## src/rtl/ps2_receiver.sv

```systemverilog
// Host-side PS/2 receiver: filters the device clock, deserialises 11-bit frames
// and presents each byte on a valid/ready port. Never drives the PS/2 pins.
//
// state  | meaning
// IDLE   | waiting for a start bit (data low on a filtered falling edge)
// DATA   | shifting in 8 data bits, LSB first
// PARITY | capturing the odd-parity bit
// STOP   | checking stop bit and parity, delivering or discarding the byte
module ps2_receiver #(
  parameter int FILTER_LEN     = 4,
  parameter int TIMEOUT_CYCLES = 2000
) (
  input  logic       clk,
  input  logic       rst,
  input  logic       ps2_clk,
  input  logic       ps2_data,
  output logic [7:0] rx_data,
  output logic       rx_valid,
  input  logic       rx_ready,
  output logic       parity_err,
  output logic       frame_err,
  output logic       overrun
);

  localparam int FW = $clog2(FILTER_LEN + 1);
  localparam int TW = $clog2(TIMEOUT_CYCLES + 1);
  localparam logic [FW-1:0] FILT_LAST = FW'(FILTER_LEN - 1);
  localparam logic [TW-1:0] TO_LAST   = TW'(TIMEOUT_CYCLES - 1);

  localparam logic [1:0] IDLE   = 2'd0;
  localparam logic [1:0] DATA   = 2'd1;
  localparam logic [1:0] PARITY = 2'd2;
  localparam logic [1:0] STOP   = 2'd3;

  logic          clk_s1, clk_s2, dat_s1, dat_s2;
  logic          filt_clk;
  logic [FW-1:0] filt_cnt;
  logic [TW-1:0] to_cnt;
  logic [1:0]    state;
  logic [7:0]    shreg;
  logic [2:0]    bit_cnt;
  logic          par_bit;
  logic          fall, timeout, par_ok;

  always_ff @(posedge clk or posedge rst) begin
    if (rst) begin
      clk_s1 <= 1'b1;
      clk_s2 <= 1'b1;
      dat_s1 <= 1'b1;
      dat_s2 <= 1'b1;
    end else begin
      clk_s1 <= ps2_clk;
      clk_s2 <= clk_s1;
      dat_s1 <= ps2_data;
      dat_s2 <= dat_s1;
    end
  end

  // Filtered level flips on the FILTER_LEN-th consecutive differing sample
  always_ff @(posedge clk or posedge rst) begin
    if (rst) begin
      filt_clk <= 1'b1;
      filt_cnt <= '0;
    end else if (clk_s2 == filt_clk) begin
      filt_cnt <= '0;
    end else if (filt_cnt == FILT_LAST) begin
      filt_clk <= clk_s2;
      filt_cnt <= '0;
    end else begin
      filt_cnt <= filt_cnt + FW'(1);
    end
  end

  assign fall    = filt_clk && !clk_s2 && (filt_cnt == FILT_LAST);
  assign timeout = (state != IDLE) && !fall && (to_cnt == TO_LAST);
  assign par_ok  = ^{shreg, par_bit};

  always_ff @(posedge clk or posedge rst) begin
    if (rst) begin
      to_cnt <= '0;
    end else if (state == IDLE || fall) begin
      to_cnt <= '0;
    end else begin
      to_cnt <= to_cnt + TW'(1);
    end
  end

  always_ff @(posedge clk or posedge rst) begin
    if (rst) begin
      state      <= IDLE;
      shreg      <= 8'h00;
      bit_cnt    <= 3'd0;
      par_bit    <= 1'b0;
      rx_data    <= 8'h00;
      rx_valid   <= 1'b0;
      parity_err <= 1'b0;
      frame_err  <= 1'b0;
      overrun    <= 1'b0;
    end else begin
      parity_err <= 1'b0;
      frame_err  <= 1'b0;
      overrun    <= 1'b0;
      if (rx_valid && rx_ready) rx_valid <= 1'b0;
      if (timeout) begin
        state     <= IDLE;
        frame_err <= 1'b1;
      end else if (fall) begin
        case (state)
          IDLE: begin
            if (!dat_s2) begin
              state   <= DATA;
              bit_cnt <= 3'd0;
            end
          end
          DATA: begin
            shreg   <= {dat_s2, shreg[7:1]};
            bit_cnt <= bit_cnt + 3'd1;
            if (bit_cnt == 3'd7) state <= PARITY;
          end
          PARITY: begin
            par_bit <= dat_s2;
            state   <= STOP;
          end
          STOP: begin
            state <= IDLE;
            if (par_ok && dat_s2) begin
              // Accept in the same cycle frees the register for the new byte
              if (!rx_valid || rx_ready) begin
                rx_data  <= shreg;
                rx_valid <= 1'b1;
              end else begin
                overrun <= 1'b1;
              end
            end else begin
              parity_err <= !par_ok;
              frame_err  <= !dat_s2;
            end
          end
          default: state <= IDLE;
        endcase
      end
    end
  end

endmodule

```

## config.mk

```make
export PLATFORM = sky130hd
export DESIGN_NAME = ps2_receiver
export DESIGN_NICKNAME = d
export VERILOG_FILES = /design/src/rtl/ps2_receiver.sv
export SDC_FILE = /design/constraint.sdc
export NUM_CORES = 1
export LEC_CHECK = 0
export CAP_MARGIN = 20
export CORE_MARGIN = 4
export CORE_UTILIZATION = 43
export DETAILED_ROUTE_END_ITERATION = 8
export PLACE_DENSITY_LB_ADDON = 0.05
export SKIP_LAST_GASP = 1
export SYNTH_ARGS = -nofsm -noshare
export SYNTH_HDL_FRONTEND = slang
export SYNTH_SLANG_ARGS = --single-unit
```

## constraint.sdc

```tcl
create_clock -name clk -period 2.3 [get_ports clk]
set_input_delay 0.345 -clock clk [delete_from_list [all_inputs] [get_ports clk]]
set_output_delay 0.345 -clock clk [all_outputs]
set_load 0.01 [all_outputs]
```

==> flow_summary.yaml <==
worst_setup_path:
  endpoint_kind: "register"
  crit_required_ns: 2.47
  crit_fanout: 8
  critPathLaunchType: "register"
  crit_type: "reg2reg"
  path_cells: "xnor3_4 -> nand4b_1 -> mux2i_4 -> mux2_2"
  crit_slowest_cell: "xnor3_4"
  slowest_delay_ns: 0.52
  worstPathArrival_ns: 2.18
  cpLargestDelayFamily: "multiplexers"
  critPathBufInv: 0
clocking:
  clockRootBuffer: "clkbuf_8"
  clkLatencyLatePin_ns: 0.29
  clk_pin_slew_ns: 0.08
  post_cts_buffers: 0
  numCtsBuffers: 5
  clock-sinks: 45
  htree_levels: 2
  cts_tree: "yes"
  clock_path_buffers: 2
timing:
  fin_ws_ns: 0.289
  final-setup-viol-count: 0
  final_max_slew_viol_count: 0
  fin_crit_ns: 2.01
  max_clock_freq_mhz: 497
  finClkSkew_ns: 0.00702
  final_hold_viol_count: 0
  tightest_slew_ns: 0.549
  tns_ns: 0
  rsz0062_at_grt: "false"
  fin_crit_sh_pct: 87.4
  relSlewSlack_pct: 63.4
min_path:
  hp-class: "reg2reg"
global_route:
  grt_pass1_vias: 1308
  grt.overflow.total: 0
  grt_pass1_wl_mm: 5.98
  grt_max_degree: 46
  grtUsageTotal_pct: 12.8
  grt_antenna_before_repair: 0
placed_design:
  dp_slack_ns: 0.186
  hpwl_mm: 2.45
  io_buffers: 16
  gp_congestion: 0.810
logic_synthesis:
  synth-edff-count: 0
  synthFlopType: "dfrtp_1"
  ys.warnings.count: 0
  syn_area_per_cell_um2: 12.1
  synth.distinct_cells: 36
  synth_top_area_cell: "dfrtp_1"
  syn_inst: 167
  synth_top_area_share_pct: 49.4
  synth_seq_area_share_pct: 55.9
  ys_seq_elements: 45
  ys_top_cells_by_area: "dfrtp_1 (49%), mux2_2 (8.3%), dfstp_2 (6.5%)"
  async_flop_share_pct: 100
  synth_area_um2: 2020
  syn-num-nets: 182
drt:
  drc: 0
  first_pass_iters: 3
  via_per_inst: 5.14
  routed_wl_mm: 3.36
  avgRoutedWirePerCell_um: 13.9
  drt_iter0_drc: 63
  vias: 1243
  postRouteAntennaNets: 0
cells_and_area:
  final.fill_count: 391
  nets: 204
  antennaDiodeCount: 0
  area_delta_synth_final_pct: 15.6
  final_common_cell: "dfrtp_1"
  final_cell_mix: "dfrtp_1 (40), clkdlybuf4s50_1 (16), mux2_2 (15), nand2_1 (14), nor2_1 (13)"
  drive_gt1_share_pct: 17.4
die:
  ioPinCount: 17
  rows: 24
  die_h_um: 76.6
  start_util_pct: 45.6
  core_area_um2: 4440
  die_w_um: 76.6
  die_area_um2: 5870
power:
  p_switching_w: 0.000381
  p_int_w: 0.00114
  p_per_area_nw_per_um2: 648
  ir_drop_uv: 335
  sw_frac_of_total_pct: 25.1
  p_leak_nw: 1.07
  seq_power_share_pct: 57.3
  p_comb_share_pct: 12.9
  pwr-share-clk_pct: 29.8
flow_run:
  max_cap_violations: 0
run_status:
  status: "completed"
metal layers:
| metal | global-route usage, % | wire length, um | vias up |
|---|---|---|---|
| met3 | 3.90 | 102 | 7 |
| li1 | - | - | 611 |
| met1 | 15.8 | 1540 | 607 |
| met2 | 20.8 | 1650 | 18 |
| met5 | 0 | 0 | - |
| met4 | 5.43 | 67 | 0 |
stage by stage:
| stage | hold WS (ns) | utilization, % | total power (W) | instances | area, um^2 |
|---|---|---|---|---|---|
| floorplan | 0.345 | - | 0.00102 | 167 | 2020 |
| global placement | 0.346 | 50.7 | 0.00107 | 234 | 2250 |
| detailed placement | 0.348 | 50.7 | 0.00108 | 234 | 2250 |
| CTS | 0.359 | 52.5 | 0.00154 | 242 | 2330 |
| global route | 0.366 | 52.6 | 0.00160 | 242 | 2340 |
| finish | 0.357 | 52.6 | 0.00152 | 242 | 2340 |
worst paths after layout:
kind                                from         end  slack (ns)  cells after the start
worst max-delay path            shreg[5]  rx_data[4]        0.29                      4
worst min-delay path              clk_s1      clk_s2        0.36                      0
max in group asynchronous            rst      dat_s2        1.42                      3
worst min register to register    clk_s1      clk_s2        0.36                      0
min in group asynchronous            rst    shreg[1]        0.51                      3
worst max register to register  shreg[5]  rx_data[4]        0.29                      4
final cells by class:
type / instances / area (um^2) / share of cell area [%]
sequential: 45 / 1130 / 48.4
clock buffer: 8 / 80.1 / 3.42
multi-input combinational: 110 / 853 / 36.5
timing repair buffer: 18 / 175 / 7.49
inverter: 9 / 33.8 / 1.44
tap: 52 / 65.1 / 2.78
Yosys cell counts, drive strengths merged, types with 2 or more instances:
cell and number:
and2 2, clkbuf 3, dfrtp 40, dfstp 5, ha 10, inv 9
mux2 15, mux2i 2, nand2 14, nand2b 3, nand3 4, nand4 5
nor2 13, nor3 4, nor3b 2, o21ai 6, o22ai 2, xnor2 6
xnor3 2, xor2 6
logic make-up after synthesis:
group | count (synthesis) | share of synthesized area [%]
AND/OR/NAND/NOR | 56 | 14.2
buffers and inverters | 12 | 2.22
adder cells (fa/ha/maj) | 10 | 6.18
multiplexers | 17 | 9.95
XOR/XNOR | 14 | 7.66
flip-flops | 45 | 55.9
AO/OA/AOI/OAI | 13 | 3.83
worst reg2reg max path: stages, from the launching register on:
cell and delay (ns):
dfrtp_1 0.40, xnor3_4 0.52, nand4b_1 0.24, mux2i_4 0.35
mux2_2 0.39
what timing repair did:
action | in CTS | in global routing
gates resized for setup | 0 | 1
endpoints found under the setup margin | 0 | 2
hold buffers | 0 | 0
power groups by stage:
stage	Combinational [W]	Sequential, W	Clock (W)
3_5_place_dp	0.000198	0.000885	0
4_1_cts	0.000198	0.000870	0.000477
6_report	0.000196	0.000868	0.000451
5_1_grt	0.000224	0.000873	0.000505
3_3_place_gp	0.000189	0.000882	0
2_1_floorplan	0.000146	0.000876	0
registers in the layout, summed over array words and instances (netlist names), 2 cells and up:
signal and flops:
to_cnt 11, rx_data 8, shreg 8, bit_cnt 3, filt_cnt 3, state 2
Note: power is estimated with default switching activity, not from simulation.
==> edit: new RTL, config.mk and constraints unchanged <==
Change the parameter `TIMEOUT_CYCLES` from 2000 to 1000.
--- a/src/rtl/ps2_receiver.sv
+++ b/src/rtl/ps2_receiver.sv
@@ -8,7 +8,7 @@
 // STOP   | checking stop bit and parity, delivering or discarding the byte
 module ps2_receiver #(
   parameter int FILTER_LEN     = 4,
-  parameter int TIMEOUT_CYCLES = 2000
+  parameter int TIMEOUT_CYCLES = 1000
 ) (
   input  logic       clk,
   input  logic       rst,
Formal check against the unedited RTL: same outputs for any inputs over 10 cycles, from zero or initial values and one cycle with rst high; that may be too few to reach the edited logic, so the function may still have changed.
==> edit against the unedited design <==
Area after synthesis decreased by 2.4%; non-clock buffer count unchanged; wire length decreased by 7.4%; largest cell class unchanged; highest routed layer unchanged; sequential cell count decreased by 1; setup slack improved by 39 ps; synthesized cell count decreased by 3.6%; largest power group unchanged; power increased by 5.9%; cell area decreased by 1.2%.
==> edit: results (changes against the unedited design) <==
- Pre-CTS WS: 318 ps (was 186 ps)
- Signal inverters: 8 (was 9)
- Crit path max-delay family: simple AND/OR/NAND/NOR gates (was multiplexers)
- Worst Clk Skew: 5.04 ps (was 7.02 ps)
- Routing usage on met1: 16.0% (was 15.8%)
- R2R setup slack: 330 ps (was 290 ps)
- Final WL: 3110 um (was 3360 um)
- Slowest-stage cell, CP: dfstp_2 (was xnor3_4)
- Hold Slack: 357 ps (about the same)
- Largest net degree at the start of global routing: 45 (was 46)
- Register area: 1110 um^2 (was 1130 um^2)
- Hold EP: dat_s2$_DFF_PP1_ (was clk_s2$_DFF_PP1_)
- Synth Instances: 161 (was 167)
- Multi-input combinational area share: 35.8% (was 36.5%)
- TritonRoute pass-1 iters: 4 (was 3)
- Status: completed (unchanged)
- Layout cell share with drive strength beyond 1: 19.0% (was 17.4%)
- Non-filler cells, final: 236 (was 242)
- Critical Path Fanout Max: 11 (was 8)
- Layout Nets: 198 (was 204)
- PwrDens: 694 nW/um^2 (was 648 nW/um^2)
- Met3 GRT Util: 2.77% (was 3.90%)
- Final core occ: 52.4% (was 52.6%)
- Synth Area in Compound Gates: 3.93% (was 3.83%)
- Avg Cell Area, Syn: 12.3 um^2 (was 12.1 um^2)
- Number of global-route vias before repair: 1269 (was 1308)
- Post-Synth Adder-Cell Area: 6.33% (was 6.18%)
- Met1 wire length: 1410 um (was 1540 um)
- Seq cells post-synth: 44 (was 45)
- Post-synthesis xor/xnor area fraction: 7.41% (was 7.66%)
- P_leak: 1.06 nW (was 1.07 nW)
- Multi-input gates: 106 (was 110)
- Largest registers: to_cnt x10, rx_data x8, shreg x8 (was to_cnt x11, rx_data x8, shreg x8)
- Post-DP HPWL: 2190 um (was 2450 um)
- Sequential power: 0.848 mW (was 0.868 mW)
- Layout non-clock buf frac: 7.58% (was 7.49%)
- Sequential area share after synthesis: 56.0% (was 55.9%)
- Comb power: 0.184 mW (was 0.196 mW)
- Worst R2R End: state[0]$_DFFE_PP0P_ (was rx_data[4]$_DFFE_PP0P_)
- Nonclk buf count: 18 (unchanged)
- Worst r2r path cells: 7 (was 4)
- CP Data Arrival Time: 2150 ps (was 2180 ps)
- Syn_nets: 176 (was 182)
- Met3 WL: 106 um (was 102 um)
- GPL Wtd Cong: 0.851 (was 0.810)
- First-pass GRT wire length: 5510 um (was 5980 um)
- DRT iter0 DRCs: 53 (was 63)
- Distinct cells, synth: 35 (was 36)
- CLK BUF: 6 (was 8)
- Mux share of post-synthesis cell area: 10.2% (was 9.95%)
- VDD IR max: 0.414 mV (was 0.335 mV)
- Filler cell count: 404 (was 391)
- DR vias: 1201 (was 1243)
- Total global-route track usage: 12.9% (was 12.8%)
- Slew headroom: 63.8% (was 63.4%)
==> edit: cell count changes in the layout (fill, tap and decap cells not counted), moves of 2 or more <==
cell,change
xnor2_1,+2
nand4_1,-2
xor2_1,-3
nand2_1,-2
o22ai_1,-2
nand3_1,+2
nor2_1,-3
clkbuf_1,-2
nor3_1,+3
==> edit: how the worst max path moves through the flow <==
stage / cells past startpoint / startpoint / slack [ps] / end
finish: 7 / clk_s2$_DFF_PP1_ / 330 / state[0]$_DFFE_PP0P_
floorplan: 4 / shreg[1]$_DFFE_PP0P_ / 480 / rx_data[0]$_DFFE_PP0P_
global route: 7 / clk_s2$_DFF_PP1_ / 170 / state[1]$_DFFE_PP0P_
detailed placement: 7 / clk_s2$_DFF_PP1_ / 320 / state[0]$_DFFE_PP0P_
CTS: 7 / clk_s2$_DFF_PP1_ / 310 / state[0]$_DFFE_PP0P_
global placement: 7 / clk_s2$_DFF_PP1_ / 330 / state[0]$_DFFE_PP0P_
